File: src/rtl/dma_pkg.sv
// dma_pkg: shared types and constants for the DMA DRAM responder (DRAIN state only with DMA_RD_TIMEOUT_EN).
package dma_pkg;
    localparam int DRAM_AW = 21;
    localparam int DRAM_DW = 16;
    localparam logic [DRAM_DW-1:0] RD_ABORT = 16'hFFFF;
`ifdef DMA_RD_TIMEOUT_EN
    typedef enum logic [2:0] {IDLE, ISSUE, WAIT_RD, DONE, DRAIN} state_e;
`else
    typedef enum logic [2:0] {IDLE, ISSUE, WAIT_RD, DONE} state_e;
`endif
endpackage

File: src/rtl/dma_dram_responder.sv
// dma_dram_responder: one-word-at-a-time DMA to SDRAM command bridge with Z80 low-priority yield.
// Optional read timeout and sticky dma_rd_err_o port are built with DMA_RD_TIMEOUT_EN.
module dma_dram_responder
    import dma_pkg::*;
#(
    parameter int RD_TIMEOUT = 63
) (
    input  logic               clk,
    input  logic               reset,
    input  logic               dma_req_i,
    input  logic               dma_rnw_i,
    input  logic [DRAM_AW-1:0] dma_addr_i,
    input  logic [DRAM_DW-1:0] dma_wrdata_i,
    input  logic               dma_lp_i,
    input  logic               z80_dram_pend_i,
    output logic               dma_next_o,
    output logic [DRAM_DW-1:0] dma_rddata_o,
    output logic               mc_req_o,
    output logic               mc_rnw_o,
    output logic [DRAM_AW-1:0] mc_addr_o,
    output logic [DRAM_DW-1:0] mc_wrdata_o,
    input  logic               mc_ack_i,
    input  logic               mc_rdvld_i,
    input  logic [DRAM_DW-1:0] mc_rddata_i
`ifdef DMA_RD_TIMEOUT_EN
    ,
    output logic               dma_rd_err_o
`endif
);
    state_e state_q, state_d;
    logic cmd_rnw_q;
    logic [DRAM_AW-1:0] cmd_addr_q;
    logic [DRAM_DW-1:0] cmd_wrdata_q, rddata_q;
    logic rd_cap;

    assign mc_req_o     = state_q == ISSUE;
    assign mc_rnw_o     = cmd_rnw_q;
    assign mc_addr_o    = cmd_addr_q;
    assign mc_wrdata_o  = cmd_wrdata_q;
    assign dma_rddata_o = rddata_q;
    // a DMA that dropped its request mid-cycle must not see a strobe
    assign dma_next_o   = state_q == DONE && dma_req_i;
    assign rd_cap       = mc_rdvld_i && (state_q == WAIT_RD || (state_q == ISSUE && mc_ack_i && cmd_rnw_q));

`ifdef DMA_RD_TIMEOUT_EN
    localparam int CW = $clog2(RD_TIMEOUT + 1);
    logic [CW-1:0] cnt_q;
    logic aborted_q, err_q, cnt_hit, timeout;

    assign cnt_hit      = cnt_q == CW'(RD_TIMEOUT - 1);
    assign timeout      = state_q == WAIT_RD && !mc_rdvld_i && cnt_hit;
    assign dma_rd_err_o = err_q;
`endif

    always_comb begin
        state_d = state_q;
        unique case (state_q)
            IDLE:    state_d = (dma_req_i && !(dma_lp_i && z80_dram_pend_i)) ? ISSUE : IDLE;
            ISSUE:   state_d = !mc_ack_i ? ISSUE : (cmd_rnw_q && !mc_rdvld_i) ? WAIT_RD : DONE;
`ifdef DMA_RD_TIMEOUT_EN
            WAIT_RD: state_d = (mc_rdvld_i || timeout) ? DONE : WAIT_RD;
            DONE:    state_d = aborted_q ? DRAIN : IDLE;
            // swallow the late beat of an aborted read before accepting new work
            DRAIN:   state_d = (mc_rdvld_i || cnt_hit) ? IDLE : DRAIN;
`else
            WAIT_RD: state_d = mc_rdvld_i ? DONE : WAIT_RD;
            DONE:    state_d = IDLE;
`endif
            default: state_d = IDLE;
        endcase
    end

    always_ff @(posedge clk) begin
        if (reset) begin
            state_q      <= IDLE;
            cmd_rnw_q    <= 1'b1;
            cmd_addr_q   <= '0;
            cmd_wrdata_q <= '0;
            rddata_q     <= '0;
        end else begin
            state_q <= state_d;
            if (state_q == IDLE && state_d == ISSUE) begin
                cmd_rnw_q    <= dma_rnw_i;
                cmd_addr_q   <= dma_addr_i;
                cmd_wrdata_q <= dma_wrdata_i;
            end
            if (rd_cap) rddata_q <= mc_rddata_i;
`ifdef DMA_RD_TIMEOUT_EN
            else if (timeout) rddata_q <= RD_ABORT;
`endif
        end
    end

`ifdef DMA_RD_TIMEOUT_EN
    always_ff @(posedge clk) begin
        if (reset) begin
            cnt_q     <= '0;
            aborted_q <= 1'b0;
            err_q     <= 1'b0;
        end else begin
            cnt_q <= (state_d != state_q) ? '0 : cnt_q + 1'b1;
            if (timeout) begin
                aborted_q <= 1'b1;
                err_q     <= 1'b1;
            end else if (state_q == DONE) aborted_q <= 1'b0;
        end
    end
`endif
endmodule

File: config.mk
export PLATFORM = sky130hd
export DESIGN_NAME = dma_dram_responder
export DESIGN_NICKNAME = d
export VERILOG_FILES = /design/src/rtl/dma_pkg.sv /design/src/rtl/dma_dram_responder.sv
export SDC_FILE = /design/constraint.sdc
export NUM_CORES = 1
export LEC_CHECK = 0
export ABC_CLOCK_PERIOD_IN_PS = 1300
export CAP_MARGIN = 0
export CELL_PAD_IN_SITES_DETAIL_PLACEMENT = 1
export CELL_PAD_IN_SITES_GLOBAL_PLACEMENT = 1
export CORE_MARGIN = 5
export CORE_UTILIZATION = 26
export CTS_BUF_LIST = sky130_fd_sc_hd__clkbuf_4 sky130_fd_sc_hd__clkbuf_8
export CTS_CLUSTER_DIAMETER = 100
export DETAILED_ROUTE_END_ITERATION = 8
export PLACE_DENSITY = 0.86
export SKIP_LAST_GASP = 1
export SYNTH_ARGS = -nofsm -noshare
export SYNTH_HDL_FRONTEND = slang
export SYNTH_SLANG_ARGS = --single-unit
File: constraint.sdc
create_clock -name clk -period 1.3 [get_ports clk]
set_clock_uncertainty 0.05 [all_clocks]
set_input_delay 0.26 -clock clk [delete_from_list [all_inputs] [get_ports clk]]
set_output_delay 0.26 -clock clk [all_outputs]
set_load 0.02 [all_outputs]
# After elaboration in Yosys (flattened, before gate mapping)
# Cells that the tools add are included.
dict set report classes {
  n_eq_ne 4
  muxes 5
  reduce_logical 12
}
# operator n
set ops {}
lappend ops {{$logic_and A1 B1 Y1} 8}
lappend ops {{$eq A3 B1 Y1 const B} 2}
lappend ops {{$eq A3 B2 Y1 const B} 2}
lappend ops {{$pmux W2 S3} 1}
lappend ops {{$logic_not A3 Y1} 1}
lappend ops {{$mux W1} 3}
lappend ops {{$logic_not A1 Y1} 2}
lappend ops {{$mux W2} 1}
lappend ops {{$logic_or A1 B1 Y1} 1}
dict set report totals {
  regBits 57
  in_bits 61
  output_inout_bits 56
  wordCells 26
}

# Logic depth before layout (Yosys ltp)
# Gate-level depths: netlist of run 1.
dict set report depth {
  word_depth 7
  depth_mapped 5
  mapped_depth_nobuf 3
}

# Worst setup path before layout of run 1
# Ideal clock, no wire load.
dict set report synth_path {
  path_type {flip-flop to flip-flop}
  start {register state_q[0]}
  end {register rddata_q[10] (netlist: dma_rddata_o[10])}
  setup_ns 0.117
  arrival_ns 1.265
  required_time_ns 1.133
  path_slack_ns -0.132
  stages_incl_launch_ff 5
  n_path_buf 1
  period_less_slack_ns 1.432
  path_cell_list {dfxtp_1 > and2b_2 > o211a_4 > buf_6 > a22o_2}
}
dict set report synth_between {
  elab_chain_len 5
  elab_cells_between_ends 6
  classes_between {eq/ne: 2; reduce/logical: 4}
}
# element line
set synth_lines {}
lappend synth_lines {{start: declaration} dma_dram_responder.sv:30} ;# state_e state_q, state_d;
lappend synth_lines {{start signal: assignment} dma_dram_responder.sv:81} ;# state_q <= state_d;
lappend synth_lines {{$eq A3 B1 Y1} dma_dram_responder.sv:43} ;# assign rd_cap = mc_rdvld_i && (state_q == WAIT_RD || (state_q == ISSUE && mc_ack_i && cmd_rnw_q));
lappend synth_lines {{$logic_and A1 B1 Y1 (2 in series)} dma_dram_responder.sv:43}
lappend synth_lines {{$logic_or A1 B1 Y1 *} dma_dram_responder.sv:43}
lappend synth_lines {{$logic_and A1 B1 Y1 *} dma_dram_responder.sv:43}
lappend synth_lines {{end signal: assignment} dma_dram_responder.sv:87} ;# if (rd_cap) rddata_q <= mc_rddata_i;
lappend synth_lines {{end: declaration} dma_dram_responder.sv:33} ;# logic [DRAM_DW-1:0] cmd_wrdata_q, rddata_q;
# Every way passes the cells marked *; elsewhere a longest branch is shown, timed or not.
# A chain may end at the register's enable or synchronous reset.

# Worst setup path after layout of run 1
dict set report layout_path {
  start {register state_q[0]}
  end {register rddata_q[15] (netlist: dma_rddata_o[15])}
}
# The elaborated chain is that of the path after synthesis.

==> impl_metrics.env, run 1 <==
export IMPL_clk_latency_ns=0.30
export IMPL_critical_path_class="register to register"
export IMPL_drive_gt1_share_pct=32.57
export IMPL_dp_hpwl_microns=5078
export IMPL_switching_share_pct=28.15
export IMPL_cts_buffers=5
export IMPL_syn_avg_cell_area_sq_um=10.07
export IMPL_drc=0
export IMPL_clkTransAtPathRegs_ns=0.10
export IMPL_fin_crit_ns=1.495
export IMPL_power_w=0.003983
export IMPL_antenna_found_initial=0
export IMPL_slew_headroom_pct=79.80
export IMPL_p_per_area_nw_per_um2=1073
export IMPL_placed_cells=434
export IMPL_ir_drop_mv=0.5238
export IMPL_violations="setup timing"
export IMPL_worstMarginPinSlew_ns=0.3030
export IMPL_hold_slack_ns=0.4087
export IMPL_final_cells=455
export IMPL_grt_pass1_wl_microns=11670
export IMPL_ant_nets=0
export IMPL_synth_async_reset_ratio_pct=0
export IMPL_wire_per_inst_microns=16.17
export IMPL_htreeDepth=2
export IMPL_start_kind="register"
export IMPL_yosysWarningCount=0
export IMPL_synth_edff_count=0
export IMPL_netSwitchingPower_w=0.001121
export IMPL_crit_fanout=8
export IMPL_routed_top_layer="met4"
export IMPL_cts_tree="built"
export IMPL_m1WireLength_microns=2990
export IMPL_final_common_cell="nand2_1"
export IMPL_setup_viol=57
export IMPL_fp_dieW_microns=101.7
export IMPL_worst_slack_ns=-0.1955
export IMPL_grt_pass1_vias=2282
export IMPL_p_int_w=0.002862
export IMPL_synth_top_cell_by_area="dfxtp_1"
export IMPL_final_period_utilization_pct=115.0
export IMPL_synth_cell_types=21
export IMPL_final_cell_mix="74 x nand2_1, 58 x clkdlybuf4s50_1, 53 x dfxtp_1, 40 x clkbuf_2, 38 x mux2i_1"
export IMPL_viasPerCell=4.424
export IMPL_nNetsFinal=410
export IMPL_root_buffer="clkbuf_8"
export IMPL_grt_max_degree=57
export IMPL_grt_setup_unrepaired="yes"
export IMPL_ys_top_cells_by_area="dfxtp_1 51%, mux2i_1 17%, nand2_1 13%"
export IMPL_power_leakage_nw=1.639
export IMPL_hold_path_class="register to register"
export IMPL_dieArea_sq_um=10340
export IMPL_postLayoutCellArea_sq_um=3714
export IMPL_ctsLongestPathBuffers=2
export IMPL_synth_top_area_share_pct=51.32
export IMPL_postCtsHoldBufs=0
export IMPL_io_pins=117
export IMPL_hold_viol_final=0
export IMPL_yosysSeqAreaShare_pct=51.32
export IMPL_antennaDiodeCount=0
export IMPL_port_buffers=116
export IMPL_drv_slew=0
export IMPL_synth_cells=217
export IMPL_dr_wl_met3_microns=422
export IMPL_syn2layout_area_growth_pct=69.99
export IMPL_wirelength_microns=7359
export IMPL_pwr_share_seq_pct=48.1
export IMPL_cap_violations=0
export IMPL_status="complete, but fails checks"
export IMPL_worstPathRequired_ns=1.46
export IMPL_post_route_util_pct=45.20
export IMPL_start_util_pct=26.59
export IMPL_dr_wl_met2_microns=3853
export IMPL_ys_ff_latch=56
export IMPL_synth_ff_type="dfxtp_1"
export IMPL_grt_overflow_total=0
export IMPL_gp_congestion=0.6570
export IMPL_drtIter0Drc=47
export IMPL_clkSinkCount=56
export IMPL_max_freq_mhz=668.7
export IMPL_synthesis_nets=278
export IMPL_die_h_microns=101.7
export IMPL_synthesis_area_sq_um=2185
export IMPL_p_clk_share_pct=25.3
export IMPL_pwr_share_comb_pct=26.6
export IMPL_track_usage_pct=14.30
export IMPL_dpl_instance_area_sq_um=3501
export IMPL_core_sq_um=8217
export IMPL_num_rows=33
export IMPL_r2r_slack_ns=-0.20
export IMPL_arrival_ns=1.65
export IMPL_num_vias=2013
export IMPL_worst_setup_path_end_kind="register"
export IMPL_first_pass_iters=4
[worst max-delay path, cell delays in order, from the launching register on]
cell and delay (ns):
dfxtp_4 0.39, buf_6 0.12, and4b_4 0.22, buf_6 0.12, o211a_4 0.29, a22o_4 0.22
[synthesized netlist by cell type (2+ instances only)]
cell and instances:
dfxtp_1 56, buf_6 3, buf_1 5, nand2_1 74, mux2i_1 38, a21oi_1 3, clkbuf_1 2, inv_1 3
and2b_2 2, a22o_2 16, buf_2 3, nor2_1 3
[repair_timing]
| action | CTS | global route |
|---|---|---|
| gates resized for setup | 130 | 76 |
| cloned | 4 | 2 |
| setup endpoints to repair | 111 | 101 |
| setup buffers | 6 | 3 |
| pin swaps | 3 | 13 |
[stage by stage]
stage / setup TNS (ns) / setup slack, ns
2_1_floorplan: -0.5090 / -0.05090
3_3_place_gp: -29.22 / -0.5357
3_5_place_dp: -31.94 / -0.6321
4_1_cts: -9.702 / -0.2670
5_1_grt: -10.41 / -0.2228
6_report: -6.728 / -0.1955
[metal layers]
| layer | global-route usage [%] | vias to the layer above |
|---|---|---|
| li1 | - | 999 |
| met1 | 17.17 | 948 |
| met2 | 25.55 | 60 |
| met3 | 3.512 | 6 |
| met4 | 3.476 | 0 |
| met5 | 0 | - |
[sequential cells by signal (all words and copies together), names as in the netlist]
name          flops
dma_rddata_o     16
mc_addr_o        21
mc_rnw_o          1
mc_wrdata_o      16
state_q           2
[power groups by stage]
stage               combinational [W]  clock (W)  sequential, W
finish                        0.00106    0.00101        0.00191
CTS                           0.00106    0.00106        0.00191
global route                  0.00114    0.00113        0.00193
global placement             0.000953          0        0.00195
detailed placement           0.000978          0        0.00195
floorplan                    0.000323          0        0.00209
[cell families (layout without fill, tap and decap cells)]
logic type             Yosys count  in the layout  share of synthesized area (%)
DFF                             56             56                          51.32
and+or+nand+nor                 82             82                          15.29
muxes                           38             38                          17.41
buffers and inverters           17            149                          4.296
AOI/OAI and AO/OA               24             25                          11.68
[worst paths after layout]
path | end | startpoint | depth (start not counted)
max | dma_rddata_o[15] | state_q[0] | 5
min | mc_addr_o[3] | mc_addr_o[3] | 2
max reg2reg | dma_rddata_o[15] | state_q[0] | 5
min reg2reg | mc_addr_o[3] | mc_addr_o[3] | 2
[cell type report]
| type | instances | area [sq um] |
|---|---|---|
| tap | 105 | 131.4 |
| timing repair buffer | 138 | 1274 |
| fill | 936 | 4503 |
| multi-input combinational | 145 | 1070 |
| clock buffer | 7 | 90.09 |
| clock inverter | 1 | 7.507 |
| sequential | 56 | 1130 |
| inverter | 3 | 11.26 |
(Power assumes the default switching activity.)
==> inputs of run 2 (changes only) <==
--- a/config.mk
+++ b/config.mk
@@ -11,11 +11,13 @@
 export CELL_PAD_IN_SITES_GLOBAL_PLACEMENT = 1
 export CORE_MARGIN = 5
 export CORE_UTILIZATION = 26
-export CTS_BUF_LIST = sky130_fd_sc_hd__clkbuf_4 sky130_fd_sc_hd__clkbuf_8
+export CTS_BUF_LIST = sky130_fd_sc_hd__clkbuf_4
 export CTS_CLUSTER_DIAMETER = 100
 export DETAILED_ROUTE_END_ITERATION = 8
+export GPL_TIMING_DRIVEN = 0
 export PLACE_DENSITY = 0.86
 export SKIP_LAST_GASP = 1
+export SLEW_MARGIN = 5
 export SYNTH_ARGS = -nofsm -noshare
 export SYNTH_HDL_FRONTEND = slang
 export SYNTH_SLANG_ARGS = --single-unit
==> impl_metrics.env, run 2 (synthesis results as in run 1) <==
export IMPL_fp_dieW_microns=101.7
export IMPL_port_buffers=116
export IMPL_fin_crit_ns=1.494
export IMPL_drive_gt1_share_pct=34.93
export IMPL_cap_violations=0
export IMPL_antenna_found_initial=0
export IMPL_place_ws_ns=-0.7849
export IMPL_power_leakage_nw=1.612
export IMPL_num_rows=33
export IMPL_antennaDiodeCount=0
export IMPL_core_sq_um=8217
export IMPL_worst_slack_ns=-0.1935
export IMPL_fillers=950
export IMPL_grt_overflow_total=0
export IMPL_grt_pass1_vias=2362
export IMPL_final_cells=460
export IMPL_clkTransAtPathRegs_ns=0.16
export IMPL_grt_pass1_wl_microns=11530
export IMPL_cts_tree="built"
export IMPL_io_pins=117
export IMPL_dp_hpwl_microns=5391
export IMPL_p_clk_share_pct=20.2
export IMPL_final_period_utilization_pct=114.9
export IMPL_root_buffer="clkbuf_4"
export IMPL_arrival_ns=1.72
export IMPL_nNetsFinal=415
export IMPL_htreeDepth=2
export IMPL_largest_reg_flops=21
export IMPL_worstMarginPinSlew_ns=0.2911
export IMPL_pwr_share_comb_pct=27.6
export IMPL_p_int_w=0.002578
export IMPL_cts_buffers=5
export IMPL_max_freq_mhz=669.6
export IMPL_pwr_share_seq_pct=52.2
export IMPL_violations="setup timing"
export IMPL_hold_viol_final=0
export IMPL_critical_path_class="register to register"
export IMPL_start_kind="register"
export IMPL_setup_viol=57
export IMPL_grt_max_degree=17
export IMPL_clk_latency_ns=0.36
export IMPL_netSwitchingPower_w=0.001081
export IMPL_viasPerCell=4.478
export IMPL_track_usage_pct=14.13
export IMPL_wirelength_microns=7271
export IMPL_ant_nets=0
export IMPL_switching_share_pct=29.54
export IMPL_grt_setup_unrepaired="yes"
export IMPL_placed_cells=438
export IMPL_worstPathRequired_ns=1.53
export IMPL_p_per_area_nw_per_um2=1035
export IMPL_crit_fanout=5
export IMPL_slew_headroom_pct=80.53
export IMPL_dieArea_sq_um=10340
export IMPL_ctsLongestPathBuffers=2
export IMPL_drv_slew=0
export IMPL_gp_congestion=0.7011
export IMPL_hold_path_class="input port to register"
export IMPL_postCtsHoldBufs=0
export IMPL_status="complete, but fails checks"
export IMPL_wire_per_inst_microns=15.81
export IMPL_final_cell_mix="74 x nand2_1, 60 x clkdlybuf4s50_1, 54 x buf_2, 47 x dfxtp_1, 38 x mux2i_1"
export IMPL_first_pass_iters=4
export IMPL_drtIter0Drc=40
export IMPL_num_vias=2060
export IMPL_ir_drop_mv=0.3963
export IMPL_drc=0
export IMPL_final_common_cell="nand2_1"
export IMPL_syn2layout_area_growth_pct=61.86
export IMPL_die_h_microns=101.7
export IMPL_start_util_pct=26.59
export IMPL_clkSinkCount=56
export IMPL_worst_setup_path_end_kind="register"
run 2: timing repair:
action                                  CTS  global route
endpoints found under the setup margin  111            57
cloned                                    2             1
resized for setup                       259             8
setup buffers                            11             0
pin swaps                                 4             1
run 2: power by group through the flow:
stage | registers (W) | clock network, W | logic, W
finish | 0.00191 | 0.000739 | 0.00101
global route | 0.00193 | 0.000831 | 0.00108
CTS | 0.00191 | 0.000789 | 0.00100
detailed placement | 0.00195 | 0 | 0.000978
global placement | 0.00195 | 0 | 0.000955
floorplan | 0.00209 | 0 | 0.000323
run 2: critical path, cell delays in order (launching register included):
cell and delay [ns]:
dfxtp_4 0.39, buf_4 0.13, and4b_4 0.21, o211a_4 0.28
buf_6 0.13, a22o_2 0.21
run 2: per-layer routing:
| layer | wire (microns) | up-vias | track usage (%) | part of all wire [%] |
|---|---|---|---|---|
| li1 | - | 1008 | - | - |
| met1 | 2856 | 978 | 15.47 | 39 |
| met2 | 3907 | 63 | 27.21 | 54 |
| met3 | 388 | 11 | 2.755 | 5.3 |
| met4 | 119 | 0 | 4.192 | 1.6 |
| met5 | 0 | - | 0 | 0 |
run 2: stage by stage:
step                      hold slack [ns]  util [%]  instance area (sq um)  total power [W]  TNS [ns]
after floorplan                    0.2750         -                   2198         0.002409   -0.5090
after global placement             0.3924     42.49                   3491         0.002901    -33.97
after detailed placement           0.3996     42.49                   3491         0.002931    -35.65
after CTS                          0.3399     42.53                   3495         0.003705    -8.129
after global routing               0.3542     43.03                   3536         0.003841    -11.45
final                              0.3596     43.03                   3536         0.003659    -8.007
run 2: path summary, 6_finish.rpt:
path                                      from               end  slack (ns)  cells after the start
worst max-delay path                state_q[0]  dma_rddata_o[13]       -0.19                      5
worst min-delay path            dma_addr_i[20]     mc_addr_o[20]        0.36                      3
worst max register to register      state_q[0]  dma_rddata_o[13]       -0.19                      5
worst min register to register   mc_addr_o[19]     mc_addr_o[19]        0.42                      2
run 2: final cells by class:
class                   count  area (sq um)  area share [%]
flip-flops and latches     56          1137           32.17
repair buffers            130          1076           30.43
multi-input cells         144         977.2           27.64
plain buffers              14         151.4           4.282
well taps                 105         131.4           3.716
clock buffers               5         37.54           1.062
clock inverters             3         13.76          0.3892
inverters                   3         11.26          0.3185
==> inputs of run 3 (changes only) <==
--- a/config.mk
+++ b/config.mk
@@ -15,6 +15,7 @@
 export CTS_CLUSTER_DIAMETER = 100
 export DETAILED_ROUTE_END_ITERATION = 8
 export GPL_TIMING_DRIVEN = 0
+export MAX_ROUTING_LAYER = met4
 export PLACE_DENSITY = 0.86
 export SKIP_LAST_GASP = 1
 export SLEW_MARGIN = 5
==> constraint.sdc (replaced) <==
create_clock -name clk -period 1.3 [get_ports clk]
set_clock_uncertainty 0.05 [all_clocks]
set_input_delay 0.26 -clock clk [delete_from_list [all_inputs] [get_ports clk]]
set_output_delay 0.26 -clock clk [all_outputs]
set_load 0.05 [all_outputs]
==> impl_metrics.env, run 3 (synthesis results as in run 1) <==
export IMPL_worst_r2r_cell_count=5
export IMPL_start_util_pct=26.59
export IMPL_drtIter0Drc=58
export IMPL_track_usage_pct=15.14
export IMPL_ctsLongestPathBuffers=2
export IMPL_fp_dieW_microns=101.7
export IMPL_postCtsHoldBufs=0
export IMPL_num_rows=33
export IMPL_power_w=0.004166
export IMPL_cp_slowest_cell="clkdlybuf4s50_1"
export IMPL_ir_drop_mv=0.3865
export IMPL_tns_ns=-6.289
export IMPL_cts_tree="built"
export IMPL_hold_depth=2
export IMPL_cap_violations=0
export IMPL_die_h_microns=101.7
export IMPL_wire_per_inst_microns=16.69
export IMPL_hold_path_class="input port to register"
export IMPL_syn2layout_area_growth_pct=79.67
export IMPL_slew_headroom_pct=71.94
export IMPL_fin_crit_ns=1.507
export IMPL_antennaDiodeCount=0
export IMPL_cts_buffers=5
export IMPL_crit_fanout=5
export IMPL_wirelength_microns=7626
export IMPL_pwr_share_seq_pct=47.1
export IMPL_worst_path_dominant_cell_family="buffers and inverters"
export IMPL_dpl_instance_area_sq_um=3493
export IMPL_routed_top_layer="met4"
export IMPL_hold_viol_final=0
export IMPL_grt_max_degree=17
export IMPL_clk_latency_ns=0.38
export IMPL_status="complete, but fails checks"
export IMPL_place_ws_ns=-0.8272
export IMPL_slowest_delay_ns=0.45
export IMPL_dp_hpwl_microns=5482
export IMPL_grt_pass1_vias=2378
export IMPL_critical_path_class="input port to register"
export IMPL_worst_setup_path_end_kind="register"
export IMPL_postLayoutCellArea_sq_um=3925
export IMPL_dieArea_sq_um=10340
export IMPL_io_pins=117
export IMPL_drc=0
export IMPL_p_clk_share_pct=18.7
export IMPL_antenna_found_initial=0
export IMPL_switching_share_pct=33.80
export IMPL_root_buffer="clkbuf_4"
export IMPL_first_pass_iters=4
export IMPL_p_int_w=0.002758
export IMPL_grt_setup_unrepaired="yes"
export IMPL_arrival_ns=1.76
export IMPL_nNetsFinal=412
export IMPL_grt_pass1_wl_microns=11920
export IMPL_p_per_area_nw_per_um2=1061
export IMPL_ant_nets=0
export IMPL_worst_slack_ns=-0.2068
export IMPL_setup_viol=57
export IMPL_drive_gt1_share_pct=46.02
export IMPL_m1WireLength_microns=3023
export IMPL_start_kind="input port"
export IMPL_worstPathCellList="clkdlybuf4s50_1 > a2111oi_4 > buf_4 > buf_8 > buf_12 > mux2i_2"
export IMPL_gp_congestion=0.6979
export IMPL_dr_wl_met2_microns=4116
export IMPL_largest_reg_flops=21
export IMPL_path_depth=6
export IMPL_pwr_share_comb_pct=34.2
export IMPL_worstPathRequired_ns=1.55
export IMPL_netSwitchingPower_w=0.001408
export IMPL_fillers=918
export IMPL_max_freq_mhz=663.6
export IMPL_clkSinkCount=56
export IMPL_worstMarginPinSlew_ns=0.4209
export IMPL_path_buf_inv=4
export IMPL_clkTransAtPathRegs_ns=0.16
export IMPL_core_sq_um=8217
export IMPL_viasPerCell=4.462
export IMPL_power_leakage_nw=1.679
export IMPL_port_buffers=116
export IMPL_drv_slew=0
export IMPL_num_vias=2039
export IMPL_final_common_cell="nand2_1"
export IMPL_final_period_utilization_pct=115.9
export IMPL_dr_wl_met3_microns=334
export IMPL_grt_overflow_total=0
export IMPL_violations="setup timing"
export IMPL_htreeDepth=2
export IMPL_final_cell_mix="74 x nand2_1, 61 x buf_6, 58 x clkdlybuf4s50_1, 46 x dfxtp_2, 36 x mux2i_1"
[run 3: cell types whose count changed in the layout (fill, tap and decap cells not counted), sizes merged]
cell	delta
buf	-1
clkbuf	-1
clkdlybuf4s50	-2
clkinv	-1
dlygate4sd2	+1
dlymetal6s2s	+1
[run 3: cell type report]
class / instances / area, sq um / share of cell area (%)
buffer: 14 / 136.4 / 3.475
clock buffer: 6 / 45.04 / 1.148
clock inverter: 2 / 7.507 / 0.1913
inverter: 3 / 11.26 / 0.2869
multi-input combinational: 144 / 999.7 / 25.47
sequential: 56 / 1190 / 30.32
tap: 105 / 131.4 / 3.347
timing repair buffer: 127 / 1404 / 35.77
[run 3: what timing repair did]
item | in CTS | in global routing
gates resized for setup | 373 | 101
setup endpoints to repair | 111 | 111
pin swaps | 4 | 3
setup buffers | 7 | 2
cloned | 3 | 1
[run 3: worst paths after layout]
kind / startpoint / to / slack [ns]
worst min-delay path: reset / state_q[1] / 0.31
worst max register to register: state_q[1] / mc_wrdata_o[9] / -0.19
worst max-delay path: dma_lp_i / mc_wrdata_o[9] / -0.21
worst min register to register: mc_wrdata_o[6] / mc_wrdata_o[6] / 0.42
[run 3: power groups by stage]
| stage | logic, W | registers (W) | clock network [W] |
|---|---|---|---|
| 2_1_floorplan | 0.000333 | 0.00235 | 0 |
| 3_3_place_gp | 0.00123 | 0.00195 | 0 |
| 3_5_place_dp | 0.00124 | 0.00195 | 0 |
| 4_1_cts | 0.00135 | 0.00192 | 0.000831 |
| 5_1_grt | 0.00150 | 0.00198 | 0.000900 |
| 6_report | 0.00143 | 0.00196 | 0.000778 |
[run 3: metal layers]
| metal | global-route usage (%) | up-vias |
|---|---|---|
| met5 | - | - |
| met2 | 27.01 | 60 |
| met3 | 2.686 | 11 |
| li1 | - | 996 |
| met4 | 4.294 | 0 |
| met1 | 17.29 | 972 |
[run 3: metrics by stage]
step	cells	hold slack [ns]	utilization, %
after floorplan	217	0.2750	-
after global placement	438	0.3919	42.52
after detailed placement	438	0.4032	42.52
after CTS	456	0.2907	44.27
after global routing	457	0.2944	47.77
final	457	0.3113	47.77
[run 3: worst register-to-register path, stage by stage, from the launching register on]
cell	delay (ns)
dfxtp_4	0.40
a2111oi_4	0.29
buf_4	0.19
buf_8	0.14
buf_12	0.13
mux2i_2	0.21
